`src/rtl/key_debounce_ctrl.sv`:
```
// Key input stage: two-flop synchronisers, tick-paced debounce history and a
// per-key RELEASED/PRESSED FSM producing clean levels and press/release/long pulses.
module key_debounce_ctrl #(
  parameter int NKEY       = 4,
  parameter int DEB_CYCLES = 100000,
  parameter int CNT_W      = 17,
  parameter int STABLE_N   = 3,
  parameter int LONG_TICKS = 500,
  parameter int LONG_W     = 9
) (
  input  logic            iCLK,
  input  logic            iRST,
  input  logic [NKEY-1:0] iKEY_N,
  output logic            oTICK,
  output logic [NKEY-1:0] oKEY_LEVEL,
  output logic [NKEY-1:0] oKEY_PRESS,
  output logic [NKEY-1:0] oKEY_RELEASE,
  output logic [NKEY-1:0] oKEY_LONG
);

  typedef enum logic {
    KEY_RELEASED = 1'b0,
    KEY_PRESSED  = 1'b1
  } key_state_e;

  logic [CNT_W-1:0]    cnt_q, cnt_d;
  logic                tick_s;
  logic                tick_q, tick_d;
  logic [NKEY-1:0]     sync1_q, sync1_d;
  logic [NKEY-1:0]     sync2_q, sync2_d;
  logic [STABLE_N-1:0] hist_q [NKEY];
  logic [STABLE_N-1:0] hist_d [NKEY];
  key_state_e          state_q [NKEY];
  key_state_e          state_d [NKEY];
  logic [LONG_W-1:0]   long_cnt_q [NKEY];
  logic [LONG_W-1:0]   long_cnt_d [NKEY];
  logic [NKEY-1:0]     level_q, level_d;
  logic [NKEY-1:0]     press_q, press_d;
  logic [NKEY-1:0]     release_q, release_d;
  logic [NKEY-1:0]     long_q, long_d;

  // Prescaler, tick strobe and pin synchronisers
  always_comb begin
    tick_s = (cnt_q == CNT_W'(DEB_CYCLES - 1));
    if (tick_s) begin
      cnt_d = {CNT_W{1'b0}};
    end else begin
      cnt_d = cnt_q + CNT_W'(1);
    end
    tick_d  = tick_s;
    sync1_d = ~iKEY_N;
    sync2_d = sync1_q;
  end

  // Per-key history, level FSM and long-press counter, all advanced on the tick only
  always_comb begin
    for (int k = 0; k < NKEY; k++) begin
      hist_d[k]     = hist_q[k];
      state_d[k]    = state_q[k];
      long_cnt_d[k] = long_cnt_q[k];
      press_d[k]    = 1'b0;
      release_d[k]  = 1'b0;
      long_d[k]     = 1'b0;
      if (tick_s) begin
        hist_d[k] = {hist_q[k][STABLE_N-2:0], sync2_q[k]};
        case (state_q[k])
          KEY_RELEASED: begin
            long_cnt_d[k] = {LONG_W{1'b0}};
            if (&hist_d[k]) begin
              state_d[k] = KEY_PRESSED;
              press_d[k] = 1'b1;
            end else begin
              state_d[k] = KEY_RELEASED;
            end
          end
          KEY_PRESSED: begin
            // Release takes priority over a long threshold reached on the same tick
            if (~|hist_d[k]) begin
              state_d[k]    = KEY_RELEASED;
              release_d[k]  = 1'b1;
              long_cnt_d[k] = {LONG_W{1'b0}};
            end else if (long_cnt_q[k] < LONG_W'(LONG_TICKS)) begin
              long_cnt_d[k] = long_cnt_q[k] + LONG_W'(1);
              if (long_cnt_d[k] == LONG_W'(LONG_TICKS)) begin
                long_d[k] = 1'b1;
              end else begin
                long_d[k] = 1'b0;
              end
            end else begin
              long_cnt_d[k] = long_cnt_q[k];
            end
          end
          default: begin
            state_d[k]    = KEY_RELEASED;
            long_cnt_d[k] = {LONG_W{1'b0}};
          end
        endcase
      end else begin
        hist_d[k] = hist_q[k];
      end
      level_d[k] = (state_d[k] == KEY_PRESSED);
    end
  end

  // State and output registers with synchronous reset
  always_ff @(posedge iCLK) begin
    if (iRST) begin
      cnt_q     <= {CNT_W{1'b0}};
      tick_q    <= 1'b0;
      sync1_q   <= {NKEY{1'b0}};
      sync2_q   <= {NKEY{1'b0}};
      level_q   <= {NKEY{1'b0}};
      press_q   <= {NKEY{1'b0}};
      release_q <= {NKEY{1'b0}};
      long_q    <= {NKEY{1'b0}};
      for (int k = 0; k < NKEY; k++) begin
        hist_q[k]     <= {STABLE_N{1'b0}};
        state_q[k]    <= KEY_RELEASED;
        long_cnt_q[k] <= {LONG_W{1'b0}};
      end
    end else begin
      cnt_q     <= cnt_d;
      tick_q    <= tick_d;
      sync1_q   <= sync1_d;
      sync2_q   <= sync2_d;
      level_q   <= level_d;
      press_q   <= press_d;
      release_q <= release_d;
      long_q    <= long_d;
      for (int k = 0; k < NKEY; k++) begin
        hist_q[k]     <= hist_d[k];
        state_q[k]    <= state_d[k];
        long_cnt_q[k] <= long_cnt_d[k];
      end
    end
  end

  assign oTICK        = tick_q;
  assign oKEY_LEVEL   = level_q;
  assign oKEY_PRESS   = press_q;
  assign oKEY_RELEASE = release_q;
  assign oKEY_LONG    = long_q;

endmodule

```
`config.mk`:
```
export PLATFORM = sky130hd
export DESIGN_NAME = key_debounce_ctrl
export DESIGN_NICKNAME = d
export VERILOG_FILES = /design/src/rtl/key_debounce_ctrl.sv
export SDC_FILE = /design/constraint.sdc
export NUM_CORES = 1
export LEC_CHECK = 0
export ABC_CLOCK_PERIOD_IN_PS = 2200
export CORE_ASPECT_RATIO = 1.75
export CORE_MARGIN = 1.5
export CORE_UTILIZATION = 50
export DETAILED_ROUTE_END_ITERATION = 16
export PLACE_DENSITY = 0.78
export SLEW_MARGIN = 30
export SYNTH_ARGS = -nofsm -noshare
export SYNTH_HDL_FRONTEND = slang
export SYNTH_SLANG_ARGS = --single-unit
```
`constraint.sdc`:
```
create_clock -name iCLK -period 2.2 [get_ports iCLK]
set_input_delay 0.22 -clock iCLK [delete_from_list [all_inputs] [get_ports iCLK]]
set_output_delay 0.22 -clock iCLK [all_outputs]
set_load 0.01 [all_outputs]
```
==> metrics.md, run 1 <==
| Metric | Value |
|---|---|
| Worst slew margin | `65.0%` |
| Initial core utilization | `51.6%` |
| First-pass GRT wire length | `15.7 mm` |
| Status | `finished, final reports clean` |
| Initial antenna violation count | `0` |
| Syn avg cell area | `8.59 um^2` |
| Post-synth top area share | `42.2%` |
| Post-CTS Setup Repair Bufs | `0` |
| Fin. max-slew vios | `0` |
| Diodes inserted | `0` |
| Sequential share of the synthesized area | `42.2%` |
| Post-CTS Hold Buffers | `0` |
| Worst r2r dst | `oKEY_LONG[3]` |
| Layout cells sized above 1 | `7.94%` |
| P_leak | `1.51 nW` |
| Worst Reg-to-Reg Cells | `6` |
| Ys Warns | `0` |
| Total power | `3.22 mW` |
| Count of final setup violators | `0` |
| Crit-path slowest cell | `nor4_1` |
| Final period util | `89.3%` |
| Min Hold Slack | `0.258 ns` |
| Vias in the first global route | `3,504` |
| Placer Congestion | `0.909` |
| Total negative slack | `0 ns` |
| Post-synth top area cell | `dfxtp_1` |
| Site Rows | `43` |
| Sequential Power Share | `49.0%` |
| Clock share of power | `49.2%` |
| CTS Buffer Depth | `2` |
| Reg2Reg Setup Slack | `0.23 ns` |
| Grt ovf | `0` |
| Max VDD drop | `0.592 mV` |
| Clock skew | `0.00641 ns` |
| Antenna Nets Post-Route | `0` |
| Met1 Use GR | `24.3%` |
| CORE AREA | `7910 um^2` |
| Worst Path Max Fanout | `6` |
| Worst EP arrival | `2.18 ns` |
| Slowest cell delay on critical path | `0.42 ns` |
| Wire per inst | `15.8 um` |
| DR iter-0 viols | `388` |
| Switch Pwr | `0.652 mW` |
| Combinational share of power | `1.8%` |
| WP buf/inv | `1` |
| Worst EP required | `2.42 ns` |
| I/O Pins | `23` |
| Latest clock arrival within the worst-skew pair | `0.34 ns` |
| CTS tree | `built` |
| Die width | `71.3 um` |
| Int Pwr | `2.57 mW` |
| Min Tclk post-route | `1.97 ns` |
| Placed Area | `4370 um^2` |
| Post-CTS Resized | `0` |
| Worst Tran Pin Value | `0.524 ns` |
| Maximum number of pins on one net before global-route repair | `46` |
| Vias | `3,667` |
| Root Buffer Master | `clkbuf_16` |
| Hold Violations, Final | `0` |
| DR pass1 iterations | `5` |
| Synth cell types | `50` |
| H-tree lvl count | `3` |
| Most frequent CP cell | `and4_1` |
| R2R Path Start | `cnt_q[0]` |
| Synth area leaders | `dfxtp_1 42%, a21oi_1 4.8%, nand2_1 3.7%` |
| PD cells | `687 nW/um^2` |
| Sink Count | `86` |
| Routed wire length | `9.15 mm` |
| Hold Crit Endpoint | `sync1_q[1]` |
| Port-buffer cells | `22` |
| Syn Inst Count | `475` |
| Met2 Use GR | `39.9%` |
| Worst hold start | `iRST` |
| Height of the die | `123 um` |
| RSZ-0062 raised after global routing | `false` |
| Crit path cell chain | `ha_1 -> and4_1 -> buf_4 -> and4_1 -> nand2b_1 -> nor4_1` |
| Clk slew on worst S/H paths | `0.06 ns` |
| Post-route cell area | `4690 um^2` |
| Post-DP HPWL | `6.18 mm` |
| Post-route DRC | `0` |
| Crit end category | `flop` |
| Via density | `6.31` |
| Die ar. | `8740 um^2` |
| Max-cap violations | `0` |
| FF+latch count, synth | `86` |
| Layout Nets | `498` |
| Fmax achieved | `509 MHz` |
| Critical path type | `flop to flop` |
| Hold depth | `2` |
| Synth Cell Area | `4080 um^2` |
| GRT busiest layer | `met2` |
| Area Overhead vs Synth | `14.8%` |
| Switching Share | `20.3%` |
| GRT Total Usage | `22.4%` |
| Grt met3 use | `4.27%` |
| Family with the most delay on the worst path | `simple AND/OR/NAND/NOR gates` |
| CTS buffer count | `9` |
| CP Launch Type | `flop` |
| HP Class | `input pin to flop` |
| Mapped Nets | `487` |
## state kept, by name, indices dropped and copies added, names as in the netlist
signal / flops
oKEY_PRESS: 4
sync2_q: 4
cnt_q: 17
oKEY_LEVEL: 4
sync1_q: 4
hist_q: 8
oTICK: 1
long_cnt_q: 36
oKEY_LONG: 4
oKEY_RELEASE: 4
## cell usage in the layout, fill, tap and decap left out, drive strengths merged, types with 6 or more instances in the layout
| cell type | netlist | final |
|---|---|---|
| xor2 | 10 | 10 |
| o31ai | 7 | 7 |
| o21ai | 26 | 26 |
| nand3 | 20 | 20 |
| nand2 | 40 | 40 |
| o2111ai | 6 | 6 |
| and3 | 11 | 11 |
| and2 | 8 | 8 |
| a22oi | 8 | 8 |
| a31oi | 14 | 14 |
| or4 | 17 | 17 |
| nand4b | 7 | 7 |
| clkdlybuf4s50 | 0 | 21 |
| nor3 | 10 | 10 |
| nor2b | 10 | 10 |
| dfxtp | 86 | 86 |
| clkbuf | 23 | 12 |
| buf | 12 | 14 |
| and4 | 6 | 6 |
| nor2 | 26 | 26 |
| nand4 | 24 | 24 |
| a21oi | 39 | 39 |
| ha | 6 | 6 |
| nor4 | 7 | 7 |
## synth_stat cells, drive strengths merged
cell type,count
nor3,10
or3,3
inv,5
or3b,1
a21oi,39
nor2b,10
xnor2,4
o211ai,4
nand2b,3
o21ai,26
a311o,1
a22oi,8
nand3,20
a31oi,14
and4,6
or4b,1
and3,11
nor3b,2
or2,3
a31o,2
and4bb,1
and4b,1
o2111ai,6
nand2,40
o21bai,1
ha,6
a41oi,3
nor4,7
nand4,24
and2,8
or4bb,1
clkbuf,23
or4,17
nand4b,7
o31a,4
a211oi,5
o21a,3
nor2,26
o31ai,7
dfxtp,86
nand3b,2
buf,12
o22ai,2
xor2,10
## kinds of logic (layout without fill, tap and decap cells)
kind of cell / Yosys count / count (layout) / synth area share, %
AND/OR/NAND/NOR: 204 / 204 / 29.1
adder cells (fa/ha/maj): 6 / 6 / 1.84
buffers and inverters: 40 / 56 / 4.84
flip-flops: 86 / 86 / 42.2
AO/OA/AOI/OAI: 125 / 125 / 19.0
XOR/XNOR: 14 / 14 / 3.00
## worst reg2reg max path: stages, from the launching register on
cell      delay [ns]
dfxtp_1         0.35
ha_1            0.20
and4_1          0.28
buf_4           0.16
and4_1          0.24
nand2b_1        0.19
nor4_1          0.42
## cell type report
| type | count | area (um^2) |
|---|---|---|
| multi-input cells | 349 | 2160 |
| flip-flops and latches | 86 | 1720 |
| clock inverters | 4 | 53.8 |
| well taps | 90 | 113 |
| repair buffers | 35 | 350 |
| inverters | 5 | 18.8 |
| fillers | 676 | 3220 |
| clock buffers | 12 | 267 |
## metal layers
metal	vias up	routed length, um
met5	-	0
li1	1809	-
met2	84	4860
met4	0	293
met3	24	327
met1	1750	3670
## power groups by stage
stage	clock network, mW	logic (mW)	registers, mW
4_1_cts	1.61	0.0571	1.58
6_report	1.58	0.0565	1.58
3_5_place_dp	0	0.0568	1.61
5_1_grt	1.66	0.0628	1.58
3_3_place_gp	0	0.0565	1.61
2_1_floorplan	0	0.0334	1.61
## per-stage QoR
stage          std cells  utilization, %  setup WS [ns]
5_1_grt              581            59.2         0.0514
4_1_cts              581            59.2          0.232
3_3_place_gp         565            55.2          0.326
3_5_place_dp         565            55.2          0.252
2_1_floorplan        475               -          0.377
6_report             581            59.2          0.235
## worst max-delay path by stage
| stage | to | from | cells past startpoint | slack [ns] |
|---|---|---|---|---|
| 2_1_floorplan | long_cnt_q[3][2] | cnt_q[0] | 7 | 0.38 |
| 3_3_place_gp | long_cnt_q[1][6] | cnt_q[0] | 6 | 0.33 |
| 3_5_place_dp | long_cnt_q[3][4] | cnt_q[0] | 7 | 0.25 |
| 4_1_cts | long_cnt_q[3][4] | cnt_q[0] | 7 | 0.23 |
| 5_1_grt | oKEY_LONG[3] | long_cnt_q[3][0] | 5 | 0.05 |
| 6_report | oKEY_LONG[3] | cnt_q[0] | 6 | 0.23 |
Power figures use the tool's default switching activity.
==> run 2, diff against run 1 <==
--- a/config.mk
+++ b/config.mk
@@ -10,7 +10,7 @@
 export CORE_MARGIN = 1.5
 export CORE_UTILIZATION = 50
 export DETAILED_ROUTE_END_ITERATION = 16
-export PLACE_DENSITY = 0.78
+export PLACE_DENSITY = 0.69
 export SLEW_MARGIN = 30
 export SYNTH_ARGS = -nofsm -noshare
 export SYNTH_HDL_FRONTEND = slang
==> run 2 against run 1 <==
  * Clock skew grew 0.0025 ns
  * Sequential share of layout area rose by 0.45 points
  * Non-clock buffer count down 2
  * Clock-buffer cell count increased by 1
  * Sequential cell count unchanged
  * Critical path depth unchanged
  * Fmax fell by 4.5%
  * Die area is the same
  * Combinational power shrank 8.7%
==> metrics.md, run 2 (synthesized netlist as in run 1, its figures left out) <==
| Metric | Value |
|---|---|
| Clk slew on worst S/H paths | `0.06 ns` |
| Post-DP HPWL | `5.82 mm` |
| Diodes inserted | `0` |
| Final worst slack | `0.141 ns` |
| Via density | `6.16` |
| Post-route insts no fill | `579` |
| Most flops, register | `long_cnt_q` |
| Max VDD drop | `0.446 mV` |
| Site Rows | `43` |
| Worst hold start | `iRST` |
| Worst Tran Pin Value | `0.532 ns` |
| Worst Path Max Fanout | `60` |
| Hold depth | `2` |
| P_leak | `1.49 nW` |
| Area Overhead vs Synth | `13.4%` |
| Biggest regs | `long_cnt_q (36), cnt_q (17), hist_q (8)` |
| Post-route DRC | `0` |
| Die ar. | `8740 um^2` |
| Total power | `3.17 mW` |
| Port-buffer cells | `22` |
| Worst slew margin | `64.5%` |
| Placed cells | `563` |
| Maximum number of pins on one net before global-route repair | `61` |
| Final period util | `93.6%` |
| Vias in the first global route | `3,300` |
| Fin. max-slew vios | `0` |
| GRT Total Usage | `20.9%` |
| Clock skew | `0.00890 ns` |
| Fmax achieved | `486 MHz` |
| Fillers | `712` |
| Setup WS pre-CTS | `0.130 ns` |
| Worst EP required | `2.46 ns` |
| I/O Pins | `23` |
| Most common cell after layout, fill and taps aside | `dfxtp_1` |
| Die width | `71.3 um` |
| Sink Count | `86` |
| CTS buffer count | `9` |
| DR iter-0 viols | `285` |
| Layout cells sized above 1 | `7.36%` |
| Hold Crit Endpoint | `sync2_q[2]` |
| Placer Congestion | `0.839` |
| H-tree lvl count | `3` |
| Latest clock arrival within the worst-skew pair | `0.34 ns` |
| Status | `finished, final reports clean` |
| Grt ovf | `0` |
| Height of the die | `123 um` |
| Worst r2r dst | `long_cnt_q[1][6]` |
| Hold Violations, Final | `0` |
| HP Class | `input pin to flop` |
| PD cells | `684 nW/um^2` |
| Routed wire length | `8.63 mm` |
| Min Tclk post-route | `2.06 ns` |
| CORE AREA | `7910 um^2` |
| Worst EP arrival | `2.32 ns` |
| Total negative slack | `0 ns` |
| Root Buffer Master | `clkbuf_16` |
| R2R Path Start | `cnt_q[0]` |
| Post-route cell area | `4630 um^2` |
| First-pass GRT wire length | `14.7 mm` |
| Count of final setup violators | `0` |
| Reg2Reg Setup Slack | `0.14 ns` |
| Max-cap violations | `0` |
| Placed Area | `4330 um^2` |
| Crit end category | `flop` |
| Worst Reg-to-Reg Cells | `6` |
| Vias | `3,568` |
| CTS tree | `built` |
| Most frequent cells in the layout | `86 x dfxtp_1, 40 x nand2_1, 39 x a21oi_1` |
| DR pass1 iterations | `5` |
| Initial core utilization | `51.6%` |
| Wire per inst | `14.9 um` |
| CTS Buffer Depth | `2` |
| Antenna Nets Post-Route | `0` |
| Initial antenna violation count | `0` |
| Largest register FFs | `36` |
| Critical path type | `flop to flop` |
| CP Launch Type | `flop` |
| RSZ-0062 raised after global routing | `false` |
| Layout Nets | `496` |
run 2: how the worst max path moves through the flow:
stage	startpoint	to	slack, ns	cells past startpoint
finish	cnt_q[0]	long_cnt_q[1][6]	0.14	6
global route	cnt_q[0]	long_cnt_q[1][6]	0.02	6
CTS	cnt_q[0]	long_cnt_q[1][6]	0.09	6
detailed placement	cnt_q[0]	long_cnt_q[1][6]	0.13	6
global placement	cnt_q[0]	long_cnt_q[1][6]	0.17	6
floorplan	cnt_q[0]	long_cnt_q[3][2]	0.38	7
run 2: layer usage:
| layer | track usage, % | vias up | wire (um) |
|---|---|---|---|
| li1 | - | 1805 | - |
| met1 | 23.8 | 1677 | 3590 |
| met2 | 37.2 | 76 | 4530 |
| met3 | 4.60 | 10 | 347 |
| met4 | 8.25 | 0 | 157 |
| met5 | 0 | - | 0 |
run 2: power breakdown:
group | internal [mW] | switching (mW) | total, mW | leakage (nW)
Combinational | 0.0206 | 0.0310 | 0.0516 | 0.645
Clock | 0.940 | 0.599 | 1.54 | 0.146
Sequential | 1.57 | 0.00837 | 1.58 | 0.695
Total | 2.53 | 0.638 | 3.17 | 1.49
run 2: cell type report:
| class | count | area [um^2] | share of cell area [%] |
|---|---|---|---|
| Tap cell | 90 | 113 | 2.43 |
| Sequential cell | 86 | 1720 | 37.2 |
| Multi-Input combinational cell | 349 | 2160 | 46.7 |
| Clock inverter | 3 | 42.5 | 0.919 |
| Clock buffer | 13 | 260 | 5.62 |
| Inverter | 5 | 18.8 | 0.405 |
| Timing Repair Buffer | 33 | 310 | 6.70 |
run 2: repair_timing:
| action | 4_1_cts | 5_1_grt |
|---|---|---|
| endpoints found under the hold margin | 0 | 0 |
| gates resized for setup | 0 | 1 |
| setup buffers | 0 | 0 |
| hold buffers | 0 | 0 |
| setup endpoints to repair | 0 | 2 |
run 2: metrics by stage:
| step | util (%) | hold WS (ns) |
|---|---|---|
| after floorplan | - | 0.287 |
| after CTS | 58.5 | 0.288 |
| after global placement | 54.7 | 0.421 |
| after detailed placement | 54.7 | 0.425 |
| after global routing | 58.5 | 0.310 |
| final | 58.5 | 0.298 |
run 2: worst max-delay path: stages, from the launching register on:
cell and delay (ns):
dfxtp_1 0.35, ha_1 0.21, and4_2 0.36, nand4_4 0.13, buf_12 0.22, or4b_1 0.53
a31oi_1 0.19
